`config.mk`:
```
export PLATFORM = sky130hd
export DESIGN_NAME = calc_sequencer
export DESIGN_NICKNAME = d
export VERILOG_FILES = /design/src/rtl/calc_pkg.sv /design/src/rtl/pb_edge_detect.sv /design/src/rtl/calc_sequencer.sv
export SDC_FILE = /design/constraint.sdc
export NUM_CORES = 1
export LEC_CHECK = 0
export CAP_MARGIN = 20
export CORE_UTILIZATION = 44
export CTS_BUF_LIST = sky130_fd_sc_hd__clkbuf_8
export DETAILED_ROUTE_END_ITERATION = 6
export HOLD_SLACK_MARGIN = 0.03
export PLACE_DENSITY_LB_ADDON = 0.25
export SYNTH_ARGS = -nofsm -noshare
export SYNTH_HDL_FRONTEND = slang
export SYNTH_SLANG_ARGS = --single-unit
```
`constraint.sdc`:
```
create_clock -name CLK -period 2.9 [get_ports CLK]
set_clock_uncertainty 0.05 [all_clocks]
set_input_delay 0.29 -clock CLK [delete_from_list [all_inputs] [get_ports CLK]]
set_output_delay 0.29 -clock CLK [all_outputs]
set_load 0.02 [all_outputs]
```
`src/rtl/calc_pkg.sv`:
```
// calc_pkg: shared types and constants for the calculator sequencer.
`default_nettype none
package calc_pkg;

  typedef enum logic [2:0] {
    ST_ENTER_A = 3'd0,
    ST_ENTER_B = 3'd1,
    ST_EXEC    = 3'd2,
    ST_ISSUE   = 3'd3,
    ST_WAIT    = 3'd4,
    ST_SHOW    = 3'd5
  } state_t;

  typedef enum logic [1:0] {
    OP_ADD = 2'd0,
    OP_SUB = 2'd1,
    OP_MUL = 2'd2
  } op_t;

  localparam logic [1:0]  MC_OP_MULU  = 2'b01;
  localparam logic [31:0] ERR_PATTERN = 32'hDEAD_DEAD;

endpackage
`default_nettype wire

```
`src/rtl/pb_edge_detect.sv`:
```
// pb_edge_detect: 2-flop synchronizer followed by a registered rising-edge detector.
`default_nettype none
module pb_edge_detect #(
  parameter int W = 3
) (
  input  logic         CLK,
  input  logic         RESET_n,
  input  logic [W-1:0] i_pb,
  output logic [W-1:0] o_evt
);

  logic [W-1:0] r_sync1;
  logic [W-1:0] r_sync2;
  logic [W-1:0] r_prev;
  logic [W-1:0] r_evt;

  always_ff @(posedge CLK or negedge RESET_n) begin
    if (!RESET_n) begin
      r_sync1 <= '0;
      r_sync2 <= '0;
      r_prev  <= '0;
      r_evt   <= '0;
    end else begin
      r_sync1 <= i_pb;
      r_sync2 <= r_sync1;
      r_prev  <= r_sync2;
      r_evt   <= r_sync2 & ~r_prev;
    end
  end

  assign o_evt = r_evt;

endmodule
`default_nettype wire

```
`src/rtl/calc_sequencer.sv`:
```
// calc_sequencer: operand entry from DIP/PB, in-block ADD/SUB, MUL via the shared
// multi-cycle unit with a Busy watchdog.
`default_nettype none
module calc_sequencer
  import calc_pkg::*;
#(
  parameter int N_DIPs     = 16,
  parameter int N_PBs      = 3,
  parameter int N_LEDs_OUT = 8,
  parameter int TIMEOUT    = 64
) (
  input  logic                  CLK,
  input  logic                  RESET_n,
  input  logic [N_DIPs-1:0]     DIP,
  input  logic [N_PBs-1:0]      PB,
  output logic [31:0]           SEVENSEGHEX,
  output logic [N_LEDs_OUT-1:0] LED_OUT,
  output logic                  MC_Start,
  output logic [1:0]            MC_Op,
  output logic [31:0]           MC_Operand1,
  output logic [31:0]           MC_Operand2,
  input  logic [31:0]           MC_Result1,
  input  logic                  MC_Busy
);

  localparam int WD_W = $clog2(TIMEOUT) + 1;

  state_t            r_state;
  state_t            w_state_nxt;
  op_t               r_op;
  op_t               w_sel;
  logic [N_DIPs-1:0] r_a;
  logic [N_DIPs-1:0] r_b;
  logic [31:0]       r_res;
  logic              r_led0;
  logic              r_led1;
  logic [WD_W-1:0]   r_wdog;
  logic              r_seen_busy;
  logic [N_PBs-1:0]  w_evt;
  logic              w_any;
  logic              w_mc_done;
  logic              w_timeout;
  logic [N_DIPs:0]   w_sum;
  logic              w_led7;
  logic              w_led6;

  pb_edge_detect #(.W(N_PBs)) u_pb (
    .CLK     (CLK),
    .RESET_n (RESET_n),
    .i_pb    (PB),
    .o_evt   (w_evt)
  );

  assign w_any = |w_evt;
  assign w_sel = w_evt[2] ? OP_MUL : (w_evt[1] ? OP_SUB : OP_ADD);
  assign w_sum = (r_op == OP_SUB) ? ({1'b0, r_a} - {1'b0, r_b})
                                  : ({1'b0, r_a} + {1'b0, r_b});

  // Busy never raised by the second WAIT cycle means the unit finished instantly.
  assign w_mc_done = !MC_Busy && (r_seen_busy || (r_wdog >= WD_W'(1)));
  assign w_timeout = (r_wdog >= WD_W'(TIMEOUT - 1));

  always_ff @(posedge CLK or negedge RESET_n) begin
    if (!RESET_n) r_state <= ST_ENTER_A;
    else          r_state <= w_state_nxt;
  end

  always_comb begin
    w_state_nxt = r_state;
    case (r_state)
      ST_ENTER_A: if (w_any) w_state_nxt = ST_ENTER_B;
      ST_ENTER_B: if (w_any) w_state_nxt = (r_op == OP_MUL) ? ST_ISSUE : ST_EXEC;
      ST_EXEC:    w_state_nxt = ST_SHOW;
      ST_ISSUE:   w_state_nxt = ST_WAIT;
      ST_WAIT:    if (w_mc_done || w_timeout) w_state_nxt = ST_SHOW;
      ST_SHOW:    if (w_any) w_state_nxt = ST_ENTER_A;
      default:    w_state_nxt = ST_ENTER_A;
    endcase
  end

  always_comb begin
    MC_Start    = (r_state == ST_ISSUE);
    SEVENSEGHEX = (r_state == ST_SHOW) ? r_res : 32'(DIP);
    w_led7      = (r_state == ST_ISSUE) || (r_state == ST_WAIT);
    w_led6      = (r_state == ST_SHOW);
  end

  always_ff @(posedge CLK or negedge RESET_n) begin
    if (!RESET_n) begin
      r_a         <= '0;
      r_b         <= '0;
      r_op        <= OP_ADD;
      r_res       <= '0;
      r_led0      <= 1'b0;
      r_led1      <= 1'b0;
      r_wdog      <= '0;
      r_seen_busy <= 1'b0;
    end else begin
      case (r_state)
        ST_ENTER_A: if (w_any) begin
          r_a  <= DIP;
          r_op <= w_sel;
        end
        ST_ENTER_B: if (w_any) r_b <= DIP;
        ST_EXEC: begin
          r_res  <= 32'(w_sum);
          r_led0 <= w_sum[N_DIPs];
        end
        ST_ISSUE: begin
          r_wdog      <= '0;
          r_seen_busy <= 1'b0;
        end
        ST_WAIT: begin
          if (r_wdog != '1) r_wdog <= r_wdog + WD_W'(1);
          if (MC_Busy)      r_seen_busy <= 1'b1;
          if (w_mc_done) begin
            r_res <= MC_Result1;
          end else if (w_timeout) begin
            r_res  <= ERR_PATTERN;
            r_led1 <= 1'b1;
          end
        end
        ST_SHOW: if (w_any) begin
          r_led0 <= 1'b0;
          r_led1 <= 1'b0;
        end
        default: ;
      endcase
    end
  end

  assign LED_OUT     = N_LEDs_OUT'({w_led7, w_led6, 4'b0000, r_led1, r_led0});
  assign MC_Op       = MC_OP_MULU;
  assign MC_Operand1 = 32'(r_a);
  assign MC_Operand2 = 32'(r_b);

endmodule
`default_nettype wire
```
==> results by group <==
Final layout
  • Register Area: ~2300 um2
  • Final #Nets: 808
  • Commonest cells after routing, fill and taps aside: clkdlybuf4s50_1, dfrtp_1, nand2_1, buf_4, conb_1
  • Fin util: a little over three fifths
  • Share of layout cells above drive strength 1: between 20% and 30%
  • Multi-input logic area: around 3000 um2
  • Most common cell after layout, fill and taps aside: clkdlybuf4s50_1
  • Layout area overhead: 38.45%
  • Post-Layout Cell Count: around 890
  • Layout fillers: 1024
  • Final instance area: 7465 um2
  • N_diodes: 0

Logic synthesis
  • Mapped Area: approximately 5400 um2
  • Synth Flop Type: dfrtp_1
  • Synth top area share: around 42%
  • Mux cell area share after synthesis: 7.264%
  • Xor and xnor area share after synthesis: 4.850%
  • Leading area contributor after synthesis: dfrtp_1
  • Distinct cells, synth: between 60 and 70
  • Number of synthesized register bits: a little over 90
  • Warnings from Yosys: 0
  • Synth Area in Simple Gates: around 16%
  • Syn Inst Count: ~560
  • Synth top area cells: dfrtp_1, mux2_2, buf_4, nand2_1, ha_1
  • Main combinational cell family by area after synthesis: simple AND/OR/NAND/NOR gates
  • Post-synthesis sequential area ratio: 42.24%
  • Async S/R FF share, synth: 100.0%
  • Syn avg cell area: about 9.7 um2
  • EDFF count, synth: 0
  • Post-Synth Adder-Cell Area: under 10%
  • Compound-Gate Fraction of Synth Area: between 10% and 20%

CTS
  • Clock Pin Slew Worst Setup and Hold Paths: around 0.09 ns
  • Htree depth: 3
  • Later-pin clock latency in the skew report: 0.38 ns
  • Number of buffers created by CTS: 9
  • CTS Buffer Depth: 2
  • Clk Tree Root Cell: clkbuf_8
  • Clk sinks: 91
  • CTS tree: yes

STA
  • Max-slew headroom: a little under half
  • Fin. Hold Viols: 0
  • Crit path time final: 3.117 ns
  • Worst-Margin Slew: between 0.8 and 0.9 ns
  • Unrepaired setup endpoints after global routing: yes
  • Total negative slack: -0.8819 ns
  • Max-slew violation count: 0
  • Endpoints failing setup: 7
  • Setup ws final: -0.2171 ns
  • Period Utilization, post-route: 107.5%
  • Fmax: approximately 320 MHz

Detailed routing
  • Post-DR wirelength/cell: roughly 16 um
  • DRT antenna net count: 0
  • DR pass1 iterations: 6
  • First DRT Iteration DRCs: 243
  • Via count: 4658
  • Routed WL: roughly 15 mm
  • Avg Vias per Cell: between 5 and 6
  • Remaining DRCs: 1

Pwr
  • VDD IR max: about 920 uV
  • Post-layout power: 10.98 mW
  • Leak: ~3.3 nW
  • PwrDens: around 1500 nW/um2

Setup path
  • Crit path max fanout: 3
  • Critical path data required time: around 3.2 ns
  • Critical path type: reg2reg
  • CP Launch Type: flip-flop
  • CP Capture Type: flip-flop
  • Data arrival, critical path: between 3 and 4 ns

Worst hold path
  • Hold Path Class: in2reg

Global route
  • Largest net degree at the start of global routing: 44
  • First-pass GRT wire length: roughly 23 mm
  • Initial antenna violation count: 0
  • Vias in the first global route: roughly 4600
  • Overflow after GRT: 0
  • All-Layer GR Usage: 23.83%

Status
  • Status: complete, but fails checks
  • Failing checks: design-rule violations, negative setup slack

Die
  • I/O pins: between 150 and 200
  • Die area: between 10000 and 15000 um2
  • Rows: 40
  • Initial Utilization: a little under half
  • Die Y: 112.7 um
  • Core area: roughly 12000 um2
  • Die X-Extent: around 110 um

Placed design
  • Placer Congestion: slightly below 0.9
  • DP Wirelength: between 10 and 15 mm
  • Dpl cell area: roughly 6900 um2
  • PortBufs: about 120
  • Placed cells: approximately 850

Run
  • Max-cap violations: 0
## sequential cells by signal (all words and copies together), names as in the netlist
register	count
r_a	16
u_pb.r_sync2	3
r_led0	1
u_pb.r_prev	3
r_b	16
r_led1	1
r_wdog	7
r_op	2
r_res	32
u_pb.r_sync1	3
r_seen_busy	1
r_state	3
u_pb.o_evt	3
## where the power goes
part	switching, mW	internal [mW]	total (mW)
Clock	0.471	0.359	0.830
Sequential	0.447	1.79	2.23
Combinational	3.98	3.94	7.92
Total	4.90	6.09	11.0
## per-stage QoR
stage | hold slack [ns] | setup slack (ns)
after floorplan | -0.05559 | -0.2906
after global placement | 0.2552 | -0.2064
after detailed placement | 0.2565 | -0.3097
after CTS | 0.2760 | -0.2792
after global routing | 0.2694 | -0.3533
final | 0.2873 | -0.2171
## layout make-up
| cell class | count | share of cell area (%) |
|---|---|---|
| multi-input combinational | 429 | 40.08 |
| tap | 147 | 2.464 |
| clock buffer | 11 | 2.028 |
| sequential | 91 | 30.57 |
| clock inverter | 5 | 0.5028 |
| inverter | 10 | 0.5028 |
| timing repair buffer | 193 | 23.85 |
## critical path, stage by stage (launching register included)
cell and delay (ns):
dfrtp_2 0.40, or4_4 0.56, or4_4 0.45, nor2_4 0.11, nor2_2 0.04, xnor2_1 0.12, ha_1 0.31, buf_6 0.14
a21oi_4 0.12, o2111ai_1 0.14, a31oi_2 0.26, xnor2_2 0.10, a211oi_2 0.22
## kinds of logic after synthesis
family,after synthesis
other cells,2
fa+ha+maj,20
compound gates,118
simple gates,189
xor+xnor,29
mux,35
flops,91
buf+inv,73
## synth_stat cells (6+ instances only)
master / number
xnor2_1: 11
o21ai_0: 17
nor2_1: 34
nand2_1: 83
xor2_1: 17
o221a_2: 10
and2_1: 17
a31oi_1: 6
nor3_1: 9
buf_4: 42
mux2_2: 33
dfrtp_1: 91
ha_1: 19
clkbuf_1: 13
a21o_1: 9
nand3_1: 14
a21oi_1: 26
inv_1: 9
## worst paths after layout
| check | depth (start not counted) | endpoint | from | slack, ns |
|---|---|---|---|---|
| min | 1 | u_pb.r_sync1[0] | PB[0] | 0.29 |
| max in group asynchronous | 3 | r_res[28] | RESET_n | 1.68 |
| max | 12 | r_res[16] | r_b[10] | -0.22 |
| max reg2reg | 12 | r_res[16] | r_b[10] | -0.22 |
| min in group asynchronous | 2 | u_pb.r_sync2[0] | RESET_n | 0.38 |
| min reg2reg | 0 | u_pb.r_sync2[1] | u_pb.r_sync1[1] | 0.30 |
## repair_timing
action | in CTS | in global routing
hold buffers | 1 | 0
buffers inserted | 6 | 9
resized for setup | 17 | 29
endpoints found under the hold margin | 41 | 0
pin swaps | 5 | 21
endpoints found under the setup margin | 8 | 21
## layer usage
layer  vias to the layer above  track usage (%)  wire length (um)
li1                       2248                -                 -
met1                      2247            31.26              6621
met2                       144            39.71              7058
met3                        19            4.553               667
met4                         0            8.000               270
met5                         -                0                 0
(Power assumes the default switching activity.)
